`src/rtl/alu_pkg.sv`:
```
// Shared types and constants for the execute-stage ALU.
package alu_pkg;

    localparam int unsigned DATA_W  = 16;
    localparam int unsigned FLAGS_W = 3;
    localparam int unsigned NIB_W   = 4;
    localparam int unsigned NIBBLES = DATA_W / NIB_W;

    localparam int unsigned FLAG_Z = 2;
    localparam int unsigned FLAG_V = 1;
    localparam int unsigned FLAG_N = 0;

    typedef enum logic [2:0] {
        OP_ADD    = 3'd0,
        OP_SUB    = 3'd1,
        OP_XOR    = 3'd2,
        OP_RED    = 3'd3,
        OP_SLL    = 3'd4,
        OP_SRA    = 3'd5,
        OP_ROR    = 3'd6,
        OP_PADDSB = 3'd7
    } opcode_e;

endpackage

```
`src/rtl/alu_if.sv`:
```
// Operand/result bus between the issue logic and the ALU.
interface alu_if;
    import alu_pkg::*;

    logic [DATA_W-1:0]  ALU_In1;
    logic [DATA_W-1:0]  ALU_In2;
    logic [2:0]         Opcode;
    logic [DATA_W-1:0]  ALU_Out;
    logic               Error;
    logic [FLAGS_W-1:0] Flags;

    modport master (
        output ALU_In1, ALU_In2, Opcode,
        input  ALU_Out, Error, Flags
    );

    modport slave (
        input  ALU_In1, ALU_In2, Opcode,
        output ALU_Out, Error, Flags
    );

endinterface

```
`src/rtl/alu_sat_add.sv`:
```
// Signed saturating adder/subtractor; clamps to the extreme of the first operand's sign on overflow.
module alu_sat_add #(
    parameter int unsigned WIDTH = 16
) (
    input  logic [WIDTH-1:0] a,
    input  logic [WIDTH-1:0] b,
    input  logic             sub,
    output logic [WIDTH-1:0] sum,
    output logic             ovf
);

    logic [WIDTH-1:0] b_eff;
    logic [WIDTH-1:0] raw;
    logic [WIDTH-1:0] sat_max;
    logic [WIDTH-1:0] sat_min;

    assign sat_max = {1'b0, {(WIDTH-1){1'b1}}};
    assign sat_min = {1'b1, {(WIDTH-1){1'b0}}};

    // Subtraction as a + ~b + 1 so one overflow rule covers both operations
    assign b_eff = sub ? ~b : b;
    assign raw   = a + b_eff + WIDTH'(sub);
    assign ovf   = (a[WIDTH-1] == b_eff[WIDTH-1]) && (raw[WIDTH-1] != a[WIDTH-1]);
    assign sum   = ovf ? (a[WIDTH-1] ? sat_min : sat_max) : raw;

endmodule

```
`src/rtl/alu.sv`:
```
// 16-bit execute-stage ALU: combinational result/error, registered Z/V/N flags.
module alu
    import alu_pkg::*;
(
    input  logic  clk,
    input  logic  rst,
    alu_if.slave  bus
);

    opcode_e             op;
    logic [DATA_W-1:0]   a;
    logic [DATA_W-1:0]   b;
    logic [3:0]          amt;

    logic [DATA_W-1:0]   as_sum;
    logic                as_ovf;
    logic [DATA_W-1:0]   pad_sum;
    logic [NIBBLES-1:0]  pad_ovf_unused;

    logic [8:0]          red_lo;
    logic [8:0]          red_hi;
    logic [8:0]          red_s;

    logic [DATA_W-1:0]   result_c;
    logic                error_c;
    logic [FLAGS_W-1:0]  flags;
    logic [FLAGS_W-1:0]  flags_next;

    assign op  = opcode_e'(bus.Opcode);
    assign a   = bus.ALU_In1;
    assign b   = bus.ALU_In2;
    assign amt = b[3:0];

    alu_sat_add #(.WIDTH(DATA_W)) u_addsub (
        .a   (a),
        .b   (b),
        .sub (op == OP_SUB),
        .sum (as_sum),
        .ovf (as_ovf)
    );

    // Nibble lanes are fully independent; their overflow is absorbed by saturation
    for (genvar i = 0; i < NIBBLES; i++) begin : g_nib
        alu_sat_add #(.WIDTH(NIB_W)) u_nib (
            .a   (a[NIB_W*i +: NIB_W]),
            .b   (b[NIB_W*i +: NIB_W]),
            .sub (1'b0),
            .sum (pad_sum[NIB_W*i +: NIB_W]),
            .ovf (pad_ovf_unused[i])
        );
    end

    // Byte-sum reduction: only bit 8 of the total sets the sign extension
    assign red_lo = {1'b0, a[7:0]}  + {1'b0, b[7:0]};
    assign red_hi = {1'b0, a[15:8]} + {1'b0, b[15:8]};
    assign red_s  = 9'(red_lo + red_hi);

    always_comb begin
        result_c = '0;
        error_c  = 1'b0;
        case (op)
            OP_ADD,
            OP_SUB:    begin
                result_c = as_sum;
                error_c  = as_ovf;
            end
            OP_XOR:    result_c = a ^ b;
            OP_RED:    result_c = {{8{red_s[8]}}, red_s[7:0]};
            OP_SLL:    result_c = a << amt;
            OP_SRA:    result_c = DATA_W'($signed(a) >>> amt);
            OP_ROR:    result_c = (a >> amt) | (a << (5'd16 - {1'b0, amt}));
            OP_PADDSB: result_c = pad_sum;
            default:   result_c = '0;
        endcase
    end

    // Next-flag selection: arithmetic updates all, logic/shift updates Z only
    always_comb begin
        flags_next = flags;
        case (op)
            OP_ADD,
            OP_SUB: begin
                flags_next[FLAG_Z] = (result_c == '0);
                flags_next[FLAG_V] = error_c;
                flags_next[FLAG_N] = result_c[DATA_W-1];
            end
            OP_XOR,
            OP_SLL,
            OP_SRA,
            OP_ROR: flags_next[FLAG_Z] = (result_c == '0);
            default: flags_next = flags;
        endcase
    end

    always_ff @(posedge clk) begin
        if (rst) begin
            flags <= '0;
        end else begin
            flags <= flags_next;
        end
    end

    assign bus.ALU_Out = result_c;
    assign bus.Error   = error_c;
    assign bus.Flags   = flags;

endmodule

```
`src/flat_wrapper.sv`:
```
// flat-port wrapper written by rule: the top's interface ports become plain ports
module alu_flat import alu_pkg::*;
  (clk, rst, bus_ALU_In1, bus_ALU_In2, bus_Opcode, bus_ALU_Out, bus_Error, bus_Flags);
  alu_if bus_i ();
  input  logic clk;
  input  logic rst;
  input wire logic [$bits(bus_i.ALU_In1)-1:0] bus_ALU_In1;
  input wire logic [$bits(bus_i.ALU_In2)-1:0] bus_ALU_In2;
  input wire logic [$bits(bus_i.Opcode)-1:0] bus_Opcode;
  output wire logic [$bits(bus_i.ALU_Out)-1:0] bus_ALU_Out;
  output wire logic [$bits(bus_i.Error)-1:0] bus_Error;
  output wire logic [$bits(bus_i.Flags)-1:0] bus_Flags;
  assign bus_i.ALU_In1 = bus_ALU_In1;
  assign bus_i.ALU_In2 = bus_ALU_In2;
  assign bus_i.Opcode = bus_Opcode;
  assign bus_ALU_Out = bus_i.ALU_Out;
  assign bus_Error = bus_i.Error;
  assign bus_Flags = bus_i.Flags;
  alu u_core (.clk(clk), .rst(rst), .bus(bus_i));
endmodule
```
`config.mk`:
```
export PLATFORM = sky130hd
export DESIGN_NAME = alu_flat
export DESIGN_NICKNAME = d
export VERILOG_FILES = /design/src/rtl/alu_pkg.sv /design/src/rtl/alu_if.sv /design/src/rtl/alu_sat_add.sv /design/src/rtl/alu.sv /design/src/flat_wrapper.sv
export SDC_FILE = /design/constraint.sdc
export NUM_CORES = 1
export LEC_CHECK = 0
export ABC_AREA = 0
export CAP_MARGIN = 10
export CORE_UTILIZATION = 55
export CTS_CLUSTER_SIZE = 24
export DETAILED_ROUTE_END_ITERATION = 12
export PLACE_DENSITY = 0.8
export SETUP_SLACK_MARGIN = 0.3
export SLEW_MARGIN = 20
export SYNTH_ARGS = -nofsm -noshare
export SYNTH_HDL_FRONTEND = slang
export SYNTH_SLANG_ARGS = --single-unit
```
`constraint.sdc`:
```
create_clock -name clk -period 8.16 [get_ports clk]
set_input_delay 2.04 -clock clk [delete_from_list [all_inputs] [get_ports clk]]
set_output_delay 2.04 -clock clk [all_outputs]
set_load 0.01 [all_outputs]
```
---- Word level (Yosys, flattened, before mapping) ----
Cells that the tools add are included.
storage, ports and cells
  bits in registers ....................... 3
  word-level logic and storage cells ...... 58
operators by class
  add/sub/neg operators ................... 10
  eq/ne operators ......................... 17
  muxes and demuxes ....................... 13
  shifts and indexed selects .............. 4
  reduce and logical (&&, ||, !) cells .... 9
  bitwise logic cells ..................... 3
operators with widths
  cell                                                  number
  case mux 16 bit (7 select lines)                      1
  2-to-1 mux 16 bit                                     3
  2-to-1 mux 4 bit                                      8
  adder 8 x 8 -> 9 bit                                  2
  adder 16 x 1 -> 16 bit                                1
  adder 16 bit                                          1
  adder 4 bit                                           4
  zero test 16 bit                                      1
  inverter 16 bit                                       1
  OR 16 bit                                             1
  << shifter 16 x 4 -> 16 bit                           1
  << shifter 16 x 5 -> 16 bit                           1
  right shift 16 x 4 -> 16 bit                          1
  >>> shifter 16 x 4 -> 16 bit                          1
  bitwise XOR 16 bit                                    1
  equality test 3 bit (second input constant)           4
  adder 9 bit                                           1
  equality test 3 x 2 -> 1 bit (second input constant)  2
  OR reduction 6 bit                                    1
  equality test 1 bit                                   5
  logical AND 1 bit                                     5
  inequality test 1 bit                                 5
  subtractor 5 x 4 -> 5 bit (first input constant)      1
  equality test 3 x 1 -> 1 bit (second input constant)  1
  3 further kinds                                       3

---- Depth between registers and ports, before layout ----
  depth after elaboration ................. 9
  gate-level depth with buffers ........... 18

---- Modules after synthesis ----
From an unflattened synthesis, not the netlist that was laid out.
unflattened totals
  cells, all modules ...................... 826
  area total of the unflattened synthesis .. 6157.2 um^2
by module, submodules not included
  module                                   instances  area each (um^2)  cells each
  alu                                      1          4207.8            562
  alu_sat_add (u_core.u_addsub)            1          1158.6            164
  alu_sat_add (u_core.g_nib[0].u_nib ...)  4          197.7             25

---- Least setup slack after synthesis ----
Ideal clock, no wire load.
  kind .................................... input -> output
  start point ............................. input port bus_ALU_In2[2]
  end point ............................... output port bus_ALU_Out[12]
  cell stages on the path ................. 15
  data arrival time ....................... 6129 ps
  required time ........................... 6120 ps
  buffers on the path ..................... 3
  slack ................................... -9 ps
  path through ............................ buf_4 inv_1 clkbuf_1 buf_1 fa_1 fa_1 inv_1 ha_1 a211oi_1 o211ai_1 a2111oi_0 or2_2 nor2_1 and4_1 a211oi_1
between the ends
  word-level cells in the longest chain between the ends .. 8
  elaborated cells on any way between the ends .. 16
  classes of those cells .................. 5 x add/sub; 1 x eq/ne; 4 x shift; 3 x mux; 2 x bitwise; 1 x reduce/logical
RTL lines
  what                                  RTL line            source
  from (decl)                           flat_wrapper.sv:8   input wire logic [$bits(bus_i.ALU_In2)-1:0] bus_ALU_In2;
  inverter 16 bit                       alu_sat_add.sv:21   assign b_eff = sub ? ~b : b;
  2-to-1 mux 16 bit                     alu_sat_add.sv:21
  adder 16 bit                          alu_sat_add.sv:22   assign raw = a + b_eff + WIDTH'(sub);
  adder 16 x 1 -> 16 bit                alu_sat_add.sv:22
  inequality test 1 bit                 alu_sat_add.sv:23   assign ovf = (a[WIDTH-1] == b_eff[WIDTH-1]) && (raw[WIDTH-1] != a[WIDTH-1]);
  logical AND 1 bit                     alu_sat_add.sv:23
  2-to-1 mux 16 bit                     alu_sat_add.sv:24   assign sum = ovf ? (a[WIDTH-1] ? sat_min : sat_max) : raw;
  case mux 16 bit (7 select lines) (*)  alu.sv:61           case (op)
  to (decl)                             flat_wrapper.sv:10  output wire logic [$bits(bus_i.ALU_Out)-1:0] bus_ALU_Out;
Mark *: on every way between the ends. The rest lies on a longest branch, timed or not.

---- Worst setup path after layout ----
  start point ............................. input port bus_ALU_In2[3]
  end point ............................... output port bus_ALU_Out[8]
The elaborated chain is that of the path after synthesis.

==> results.txt <==
----------------------------------------------------
[Run status]
  Status ... completed

[Synth]
  Fraction of synthesized cell area taken by the top area cell type ... 7.88%
  #FFs+latches synth ... 3
  Mean instance size in the synthesized netlist ... 7.41 µm²
  Post-synthesis sequential area ratio ... 1.05%
  Net count after synthesis ... 865
  Distinct cell type count after synthesis ... 82
  Gate count of the mapped netlist ... 771
  Most numerous cell in the Yosys netlist ... sky130_fd_sc_hd__nand2_1
  Cell taking the most area after synthesis ... sky130_fd_sc_hd__ha_1
  Leading cell types by count after synthesis ... 62 x sky130_fd_sc_hd__nand2_1, 60 x sky130_fd_sc_hd__nor2_1, 57 x sky130_fd_sc_hd__a21oi_1
  Yosys warnings ... 0
  Most frequently used flop master after synthesis ... sky130_fd_sc_hd__dfxtp_1
  Combined area of all synthesized cells ... 5710 µm²
  Number of enable flip-flop cells after synthesis ... 0
  Largest cells by area after synthesis ... sky130_fd_sc_hd__ha_1 7.9%, sky130_fd_sc_hd__mux2i_1 7.9%, sky130_fd_sc_hd__mux4_2 7.9%, sky130_fd_sc_hd__fa_1 7.4%, sky130_fd_sc_hd__a21oi_1 5.0%
  Fraction of registers with async set or reset after synthesis ... 0%

[STA]
  Setup Total Neg Slack ... 0 ns
  Shortest period the worst path allows ... 7.89 ns
  Endpoints failing hold ... 0
  Largest clock skew in the final design ... 0 ns
  Final setup violation count ... 0
  Final count of pins violating max slew ... 0
  Final Cycle Share ... 96.7%
  Final critical-path setup slack ... 0.270 ns
  RSZ-0062 raised after global routing ... true
  Transition time of the tightest slew-check pin ... 1.07 ns
  FMAX ... 127 MHz
  Slew headroom ... 27.6%

[GRT]
  Number of global-route vias before repair ... 6,893
  Remaining global-route overflow ... 0
  First-pass GRT wire length ... 40.0 mm
  Largest net degree at the start of global routing ... 53
  Gr usage total ... 48.4%
  Number of antenna violations at the first check in global routing ... 0

[Setup path]
  CP Launch Type ... input port
  Origin of the critical flop-to-flop path ... u_core.bus.Flags[0]$_SDFFE_PP0N_
  Data arrival time of the worst path ... 5.85 ns
  Register-to-Register Setup Slack ... 7.36 ns
  Cells on worst reg2reg path ... 2
  Required time of the critical path ... 6.12 ns
  Worst-path maximum fanout ... 5
  R2R Path End ... u_core.bus.Flags[0]$_SDFFE_PP0N_
  Worst setup path category ... in2out
  Crit end category ... output pin

[Hold path]
  Worst hold path stage count ... 2
  Worst hold start ... u_core.bus.Flags[1]$_SDFFE_PP0N_
  Min-Delay Endpoint ... u_core.bus.Flags[1]$_SDFFE_PP0N_
  Class of the tightest hold or removal check ... reg2reg

[Clocking]
  CTS max path bufs ... 2
  CTS H-Tree Depth ... 1
  Hold-fix buffers at CTS ... 0
  Clock buffer count from CTS ... 3
  CTS Sinks ... 3
  Clk_lat worst skew ... 0.23 ns
  Cell at the root of the clock tree ... sky130_fd_sc_hd__clkbuf_8
  Clock slew at the register clock pins of the worst setup and hold paths ... 0.04 ns
  CTS tree ... done

[Drt]
  Total via count after detailed routing ... 7,253
  Post-detailed-routing wire length ... 26.3 mm
  DRC viols ... 0
  First-iteration detailed-routing DRC count ... 1,155
  Ratio of routed vias to standard cells ... 7.30
  Antenna viol nets, final ... 0
  Average wire per cell in the routed design ... 26.5 µm
  Drt first pass iters ... 7

[Layout]
  Area growth from synthesis to layout ... 22.6%
  Ratio of cells with drive above 1 in the final layout ... 22.1%
  Number of antenna diodes ... 0
  Final #Nets ... 956
  Filler cells ... 849
  Number of flip-flops under the largest register name ... 3

[Floorplanning]
  Die Height ... 104 µm
  Io pins ... 57
  Core ar. ... 9910 µm²
  Die Width ... 104 µm
  Std cell rows ... 36
  Starting utilization of the core area ... 57.7%
  Die area ... 10,800 µm²

[Placed design]
  Setup Slack @ Placement ... -0.211 ns
  Port Buf Inserts ... 56
  Final RePlAce weighted congestion ... 1.14
  Half-perimeter wire length of the detailed placement result ... 20.2 mm

[Run]
  Max-cap violations ... 0

[Pwr]
  Worst IR drop on VDD ... 0.0969 mV
  Static leakage power ... 0.00301 µW
  Pwr per Cell Area ... 110 nW/µm²

----------------------------------------------------
-- stage by stage --
step / cell area (µm²) / hold WS (ns) / power, µW / util, % / instances
CTS: 6930 / 0.498 / 723 / 70.0 / 993
global placement: 6830 / 0.498 / 649 / 68.9 / 989
floorplan: 5720 / 0.513 / 411 / - / 771
finish: 7010 / 0.502 / 769 / 70.7 / 994
global route: 7010 / 0.531 / 808 / 70.7 / 994
detailed placement: 6830 / 0.493 / 663 / 68.9 / 989
-- cells by family (layout without fill, tap and decap cells) --
family / count (synthesis) / after routing / share of synthesized area [%]
AOI/OAI and AO/OA: 240 / 240 / 29.2
xor gates and xnor gates: 33 / 33 / 5.39
adders and majority gates: 57 / 57 / 15.2
buffers and inverters: 118 / 208 / 8.91
DFF: 3 / 3 / 1.05
muxes: 87 / 87 / 20.1
and+or+nand+nor: 233 / 233 / 20.1
-- cell usage in the layout, fill, tap and decap left out, drive strengths merged, types with 36 or more instances in the layout --
cell / count
buf: 97
nand2: 62
nor2: 61
a21oi: 57
inv: 54
o21ai: 51
mux2i: 45
clkdlybuf4s50: 38
ha: 36
-- per-layer routing --
layer	vias up	part of all wire (%)	global-route usage [%]
li1	3076	-	-
met1	3317	35	59.7
met2	679	42	74.4
met3	181	14	13.5
met4	0	8.5	30.1
met5	-	0	0
-- report_power, final --
group          internal, µW  switching [µW]
Sequential             15.5           0.467
Clock                  33.9            16.3
Combinational           302             401
Total                   351             418
-- worst max-delay path by stage --
stage	from	endpoint	slack [ns]	cells past startpoint
after floorplan	bus_ALU_In2[2]	bus_ALU_Out[12]	0.33	15
after global placement	bus_ALU_In1[1]	bus_ALU_Out[12]	-0.16	14
final	bus_ALU_In2[3]	bus_ALU_Out[8]	0.27	14
after global routing	bus_ALU_In2[10]	bus_ALU_Out[8]	0.22	14
after detailed placement	bus_ALU_In2[10]	bus_ALU_Out[12]	-0.21	14
after CTS	bus_ALU_In2[9]	bus_ALU_Out[5]	0.15	14
-- critical path: stages --
cell and delay, ns:
sky130_fd_sc_hd__clkdlybuf4s50_1 0.42, sky130_fd_sc_hd__inv_1 0.20, sky130_fd_sc_hd__fa_1 0.48, sky130_fd_sc_hd__fa_1 0.52
sky130_fd_sc_hd__inv_1 0.04, sky130_fd_sc_hd__ha_1 0.24, sky130_fd_sc_hd__a211oi_2 0.29, sky130_fd_sc_hd__o211ai_1 0.18
sky130_fd_sc_hd__a2111oi_4 0.41, sky130_fd_sc_hd__or2_4 0.20, sky130_fd_sc_hd__nor2_2 0.04, sky130_fd_sc_hd__buf_4 0.18
sky130_fd_sc_hd__a32oi_1 0.28, sky130_fd_sc_hd__dlygate4sd2_1 0.31
-- what timing repair did --
action / CTS / global route
buffers inserted: 0 / 1
cloned: 0 / 0
endpoints found under the setup margin: 15 / 15
resized for setup: 31 / 36
pin swaps: 5 / 12
endpoints found under the hold margin: 0 / 0
-- cell type report --
type | count | area [µm²] | area share (%)
timing repair buffer | 149 | 1220 | 17.5
multi-input combinational | 650 | 5300 | 75.7
sequential | 3 | 60.1 | 0.857
tap | 133 | 166 | 2.38
clock buffer | 4 | 45.0 | 0.643
inverter | 55 | 206 | 2.95
No activity file was read; power rests on OpenSTA's default activity.
